===== config.mk =====
export PLATFORM = sky130hd
export DESIGN_NAME = mem_stall_resp
export DESIGN_NICKNAME = d
export VERILOG_FILES = /design/src/rtl/mem_stall_resp.sv
export SDC_FILE = /design/constraint.sdc
export NUM_CORES = 2
export LEC_CHECK = 0
export CAP_MARGIN = 20
export CORE_MARGIN = 2
export CORE_UTILIZATION = 50
export CTS_CLUSTER_SIZE = 24
export DETAILED_ROUTE_END_ITERATION = 7
export PLACE_DENSITY = 0.66
export SETUP_SLACK_MARGIN = 0.2
export SLEW_MARGIN = 20
export SYNTH_ARGS = -nofsm -noshare
export SYNTH_HDL_FRONTEND = slang
export SYNTH_SLANG_ARGS = --single-unit
export TNS_END_PERCENT = 10

===== constraint.sdc =====
create_clock -name clk -period 4.5 [get_ports clk]
set_input_delay 1.35 -clock clk [delete_from_list [all_inputs] [get_ports clk]]
set_output_delay 1.35 -clock clk [all_outputs]
set_load 0.005 [all_outputs]

===== src/rtl/mem_stall_resp.sv =====
// mem_stall_resp: multi-cycle data-memory responder with Stall/Done
// handshake and a fixed, parameterised access latency.
module mem_stall_resp #(
  parameter int ADDR_W  = 8,
  parameter int LATENCY = 4
) (
  input  logic        clk,
  input  logic        rst,
  input  logic        Rd,
  input  logic        Wr,
  input  logic [15:0] Addr,
  input  logic [15:0] DataIn,
  output logic [15:0] DataOut,
  output logic        Done,
  output logic        Stall,
  output logic        err
);

  typedef enum logic [1:0] {
    IDLE,
    BUSY,
    DONE
  } state_t;

  localparam int DEPTH = 2 ** ADDR_W;
  localparam logic [3:0] CNT_INIT = 4'(LATENCY - 2);

  state_t              r_state;
  logic [3:0]          r_cnt;
  logic                r_wr;
  logic [ADDR_W-1:0]   r_idx;
  logic [15:0]         r_din;
  logic [15:0]         r_dout;
  logic                r_done;
  logic                r_stall;
  logic                r_err;
  logic [15:0]         r_mem [DEPTH];

  logic                w_req;
  logic                w_legal;
  logic                w_commit;
  logic                w_unused_addr;

  assign w_req    = Rd | Wr;
  assign w_legal  = (Rd ^ Wr) & ~Addr[0];
  assign w_commit = (r_state == BUSY) && (r_cnt == 4'd0);
  // High address bits alias onto the same word.
  assign w_unused_addr = ^Addr[15:ADDR_W+1];

  // Request FSM: accept in IDLE/DONE, count down in BUSY, pulse Done.
  always_ff @(posedge clk) begin
    if (rst) begin
      r_state <= IDLE;
      r_cnt   <= 4'd0;
      r_wr    <= 1'b0;
      r_idx   <= '0;
      r_din   <= 16'h0000;
      r_dout  <= 16'h0000;
      r_done  <= 1'b0;
      r_stall <= 1'b0;
      r_err   <= 1'b0;
    end else begin
      r_done <= 1'b0;
      r_err  <= 1'b0;
      unique case (r_state)
        IDLE, DONE: begin
          if (w_legal) begin
            r_state <= BUSY;
            r_cnt   <= CNT_INIT;
            r_wr    <= Wr;
            r_idx   <= Addr[ADDR_W:1];
            r_din   <= DataIn;
            r_stall <= 1'b1;
          end else begin
            r_state <= IDLE;
            r_stall <= 1'b0;
            r_err   <= w_req;
          end
        end
        BUSY: begin
          if (r_cnt == 4'd0) begin
            r_state <= DONE;
            r_stall <= 1'b0;
            r_done  <= 1'b1;
            if (!r_wr) begin
              r_dout <= r_mem[r_idx];
            end
          end else begin
            r_cnt <= r_cnt - 4'd1;
          end
        end
        default: begin
          r_state <= IDLE;
          r_stall <= 1'b0;
        end
      endcase
    end
  end

  // Storage has no reset; a reset on the commit edge drops the write.
  always_ff @(posedge clk) begin
    if (!rst && w_commit && r_wr) begin
      r_mem[r_idx] <= r_din;
    end
  end

  assign DataOut = r_dout;
  assign Done    = r_done;
  assign Stall   = r_stall;
  assign err     = r_err;

endmodule


# After elaboration in Yosys (flattened, before gate mapping)
# Memory sizes are Yosys's and may differ from the RTL's. A register that Yosys moved wholly into a read port is not among the register bits.
# Cells that the tools add are included.
[word_totals]
ff_bits = 34
ramBits = 4096
input_bits = 36
wordCells = 47
memories = 1
[memory_table]
columns = ["name", "depth", "word_bits", "rd", "rd_clocked_by_memory_dff", "wr", "line", "text"]
rows = [
  ["r_mem", 256, 16, 1, 1, 1, "37", "logic [15:0] r_mem [DEPTH];"],
]
[classes]
n_addsub = 1
n_eq_ne = 5
muxes = 12
bitwise_logic = 7
n_reduce_logical = 13
[ops]
columns = ["op", "n"]
rows = [
  ["$mux 4", 2],
  ["$pmux 4 s2", 1],
  ["$mux 1", 6],
  ["$reduce_and 3->1", 2],
  ["$logic_not 4->1", 1],
  ["$ne 2x2->1 const B", 2],
  ["$not 1->1", 4],
  ["$pmux 2 s2", 1],
  ["$reduce_or 2->1", 2],
  ["$sub 4x1->4 const B", 1],
  ["$logic_and 1x1->1", 3],
  ["$reduce_or 3->1", 1],
  ["$eq 2x1->1 const B", 1],
  ["$eq 2x2->1 const B", 1],
  ["$logic_not 2->1", 1],
  ["$mux 2", 1],
  ["$ne 2x1->1 const B", 1],
  ["$pmux 1 s2", 1],
  ["$reduce_and 2->1", 1],
  ["$reduce_bool 2->1", 1],
  ["$and 1x1->1", 1],
  ["$logic_not 1->1", 1],
  ["$or 1x1->1", 1],
  ["$xor 1x1->1", 1],
]

# Longest topological paths before layout
[depth]
ltp_word = 6
ltp_mapped = 14
ltp_nobuf = 9

# Worst setup path after synthesis
# No wires, ideal clock.
[synth_timing]
kind = "register to register"
startpoint = "register r_din[0]"
endpoint = "memory r_mem[0][0] (data pin)"
arrival_time_ps = 3397
t_required_ps = 3644
setup_slack_ps = 247
stages_incl_launch_ff = 1
path_buffers = 0
period_less_slack_ps = 4253
path_cell_list = "dfxtp_1"
[synth_lines]
columns = ["item", "line", "text"]
rows = [
  ["start: declaration", "32", "logic [15:0] r_din;"],
  ["start signal: assignment", "72", "r_din <= DataIn;"],
  ["end: declaration", "37", ""],
]
# No word-level cell before the write port.

==> impl_metrics.json <==
{
  "syn_inst": 7191,
  "cts_max_path_buffers": 4,
  "critPathMostFrequentCell": "nor3_1",
  "start_util_pct": 50.2,
  "yosysTopAreaCellShare_pct": 77.2,
  "drv_cap": 0,
  "htree_levels": 5,
  "p_leak_nw": 61.6,
  "async_reset_ff_share_pct": 0,
  "synth_fp_nets": 7229,
  "die_y_um": 569,
  "avgSynthCellArea_um2": 22.2,
  "clkLatencyLatePin_ns": 0.96,
  "rsz0062_at_grt": "no",
  "netlist_area_um2": 159000,
  "fin_hold_ws_ns": 0.564,
  "num_vias": 78886,
  "p_int_w": 0.0629,
  "clock-sinks": 4146,
  "cts.repair.resized": 0,
  "post-route-util_pct": 57.2,
  "fmax_mhz": 249,
  "cts_buffers": 407,
  "nets": 7881,
  "core-area_um2": 318000,
  "maxSlewHeadroom_pct": 16.7,
  "clk_pin_slew_ns": 0.06,
  "grt_pass1_wl_um": 587000,
  "cp.arrival_ns": 4.90,
  "die_area_um2": 323000,
  "io_pins": 55,
  "fin_setup_tns_ns": 0,
  "cts_setup_buffers": 0,
  "endpoint_kind": "register",
  "wl_um": 418000,
  "place_ws_ns": 0.446,
  "vias_per_cell": 6.37,
  "yosysSeqAreaShare_pct": 77.8,
  "drtPass1Iterations": 6,
  "critical_path_class": "reg -> reg",
  "yosysTopAreaCell": "edfxtp_1",
  "setup_viol": 0,
  "grt-ovfl-total": 0,
  "swShare_pct": 21.5,
  "crit_chain": "nor2b_1 > nand2_1 > nor3_1 > a211oi_1 > nand4_1 > a31oi_1 > nor3_1",
  "post-route-period-util_pct": 89.4,
  "wire_per_inst_um": 33.7,
  "drcViolationCount": 0,
  "grt_max_degree": 188,
  "place_hpwl_um": 255000,
  "skew_ns": 0.0486,
  "row_count": 207,
  "min_from": "r_cnt[0]",
  "fill_cells": 22795,
  "hp-class": "reg -> reg",
  "p_switching_w": 0.0172,
  "synth_cell_types": 66,
  "slowest_stage": "nor2b_1",
  "period_needed_ns": 4.02,
  "path_buf_inv": 0,
  "postCtsHoldBufs": 0,
  "cts_tree": "done",
  "critPathTopFamily": "simple AND/OR/NAND/NOR gates",
  "area_delta_synth_final_pct": 13.9,
  "gp_congestion": 0.909,
  "postRouteAntennaNets": 0,
  "setup_ws_ns": 0.477,
  "antenna_found_initial": 17,
  "dieWidth_um": 569,
  "yosys_warnings": 0,
  "p_comb_share_pct": 4.9,
  "drive_gt1_share_pct": 28.3,
  "grtUsageTotal_pct": 25.6,
  "total_power_w": 0.0801,
  "pwr-share-seq_pct": 53.4,
  "p_per_area_nw_per_um2": 441,
  "ys_ff_latch": 4146,
  "cp.required_ns": 5.37,
  "synthMostInstantiatedCell": "edfxtp_1",
  "slew_viol_final": 0,
  "synth_edf_count": 4096,
  "final-seq-area_um2": 124000,
  "multiInputGateArea_um2": 33100,
  "yosys-top-cells-count": "edfxtp_1, mux4_2, nor2_1",
  "cts-root-buf": "clkbuf_16",
  "worst_pin_slew_ns": 1.25,
  "max_stage_delay_ns": 1.05,
  "status": "complete, no violations",
  "synth-main-ff-cell": "edfxtp_1",
  "hold_viol": 0,
  "timing.rr.start": "r_idx[6]",
  "cp_max_fo": 19,
  "synthTopCellsByArea": "edfxtp_1, mux4_2, mux2i_1",
  "irDropWorstVdd_mv": 0.358,
  "io_buffers": 47,
  "drt_iter0_markers": 11090,
  "startpoint_type": "register",
  "crit_start": "r_idx[6]",
  "grt_pass1_vias": 77910,
  "clockPowerShare_pct": 41.7
}
## through the flow
stage                     cells  instance area [µm²]
final                     12376               182000
after global routing      12371               182000
after CTS                 12368               182000
after detailed placement  11613               168000
after global placement    11613               168000
after floorplan            7191               159000
## state kept, by name, summed over array words and instances (netlist names), 2 cells and up
name and count:
r_mem 4096, r_cnt 4, DataOut 16, r_idx 8, r_din 16, r_state 2
## worst reg2reg max path, cell delays in order, from the launching register on
cell      delay, ns
dfxtp_2        0.76
nor2b_1        1.06
nand2_1        0.95
nor3_1         0.46
a211oi_1       0.14
nand4_1        0.38
a31oi_1        0.08
nor3_1         0.13
## cells in the final DEF (no fill, tap or decap), types with 12 or more instances in the layout
cell type / Yosys / layout
buf_4: 101 / 534
clkinv_2: 0 / 81
clkinv_1: 1 / 86
a22oi_1: 67 / 67
nand2b_1: 14 / 12
dfxtp_4: 0 / 21
nor3_1: 36 / 35
mux2i_1: 297 / 297
nand4_1: 13 / 13
nand3_1: 36 / 36
o221ai_1: 16 / 16
nor2_1: 338 / 307
a31oi_1: 22 / 21
a32oi_1: 30 / 30
nor2b_1: 16 / 13
dfxtp_1: 50 / 27
clkdlybuf4s50_1: 0 / 46
and3_1: 12 / 12
mux2_2: 38 / 38
o22a_1: 16 / 16
edfxtp_1: 4096 / 4096
o22ai_1: 115 / 115
nor2_2: 0 / 30
bufinv_16: 0 / 35
buf_12: 0 / 78
inv_1: 12 / 12
o21ai_1: 20 / 20
o21ai_0: 72 / 72
a211oi_1: 23 / 23
clkbuf_1: 137 / 101
clkbuf_16: 0 / 411
a21oi_1: 71 / 71
mux4_2: 1011 / 1011
nand2_1: 221 / 212
## power groups by stage
stage	clock network, W	logic [W]	registers (W)
after global routing	0.0353	0.00410	0.0427
after CTS	0.0338	0.00392	0.0428
after detailed placement	0	0.00391	0.0436
after floorplan	0	0.00205	0.0438
after global placement	0	0.00384	0.0436
final	0.0334	0.00393	0.0428
## logic make-up (layout without fill, tap and decap cells)
family,count (synthesis),after routing,share of synthesized area (%)
simple gates,734,734,1.98
fa+ha+maj,2,2,0.0157
xor+xnor,2,2,0.0110
buf+inv,432,1430,1.53
compound gates,529,529,2.23
other cells,0,7,0
mux,1346,1346,16.4
flops,4146,4146,77.8
## final timing paths
| path | slack [ns] | depth (start not counted) | endpoint |
|---|---|---|---|
| min reg2reg | 0.56 | 2 | r_cnt[0] |
| min | 0.56 | 2 | r_cnt[0] |
| max reg2reg | 0.48 | 7 | DataOut[7] |
| max | 0.48 | 7 | DataOut[7] |
## routing by layer
layer	up-vias	GRT usage (%)	wire, µm
li1	31681	-	-
met1	42090	36.4	161000
met2	4433	39.6	197000
met3	680	5.14	42400
met4	2	9.83	17300
met5	-	0	9
## final cells by class
type / instances / area share [%]
Clock buffer: 518 / 5.92
Sequential cell: 4146 / 68.3
Antenna cell: 7 / 0.00965
Clock inverter: 237 / 1.27
Inverter: 16 / 0.0386
Timing Repair Buffer: 659 / 3.34
Tap cell: 4180 / 2.88
Multi-Input combinational cell: 2613 / 18.2
(Power assumes the default switching activity.)
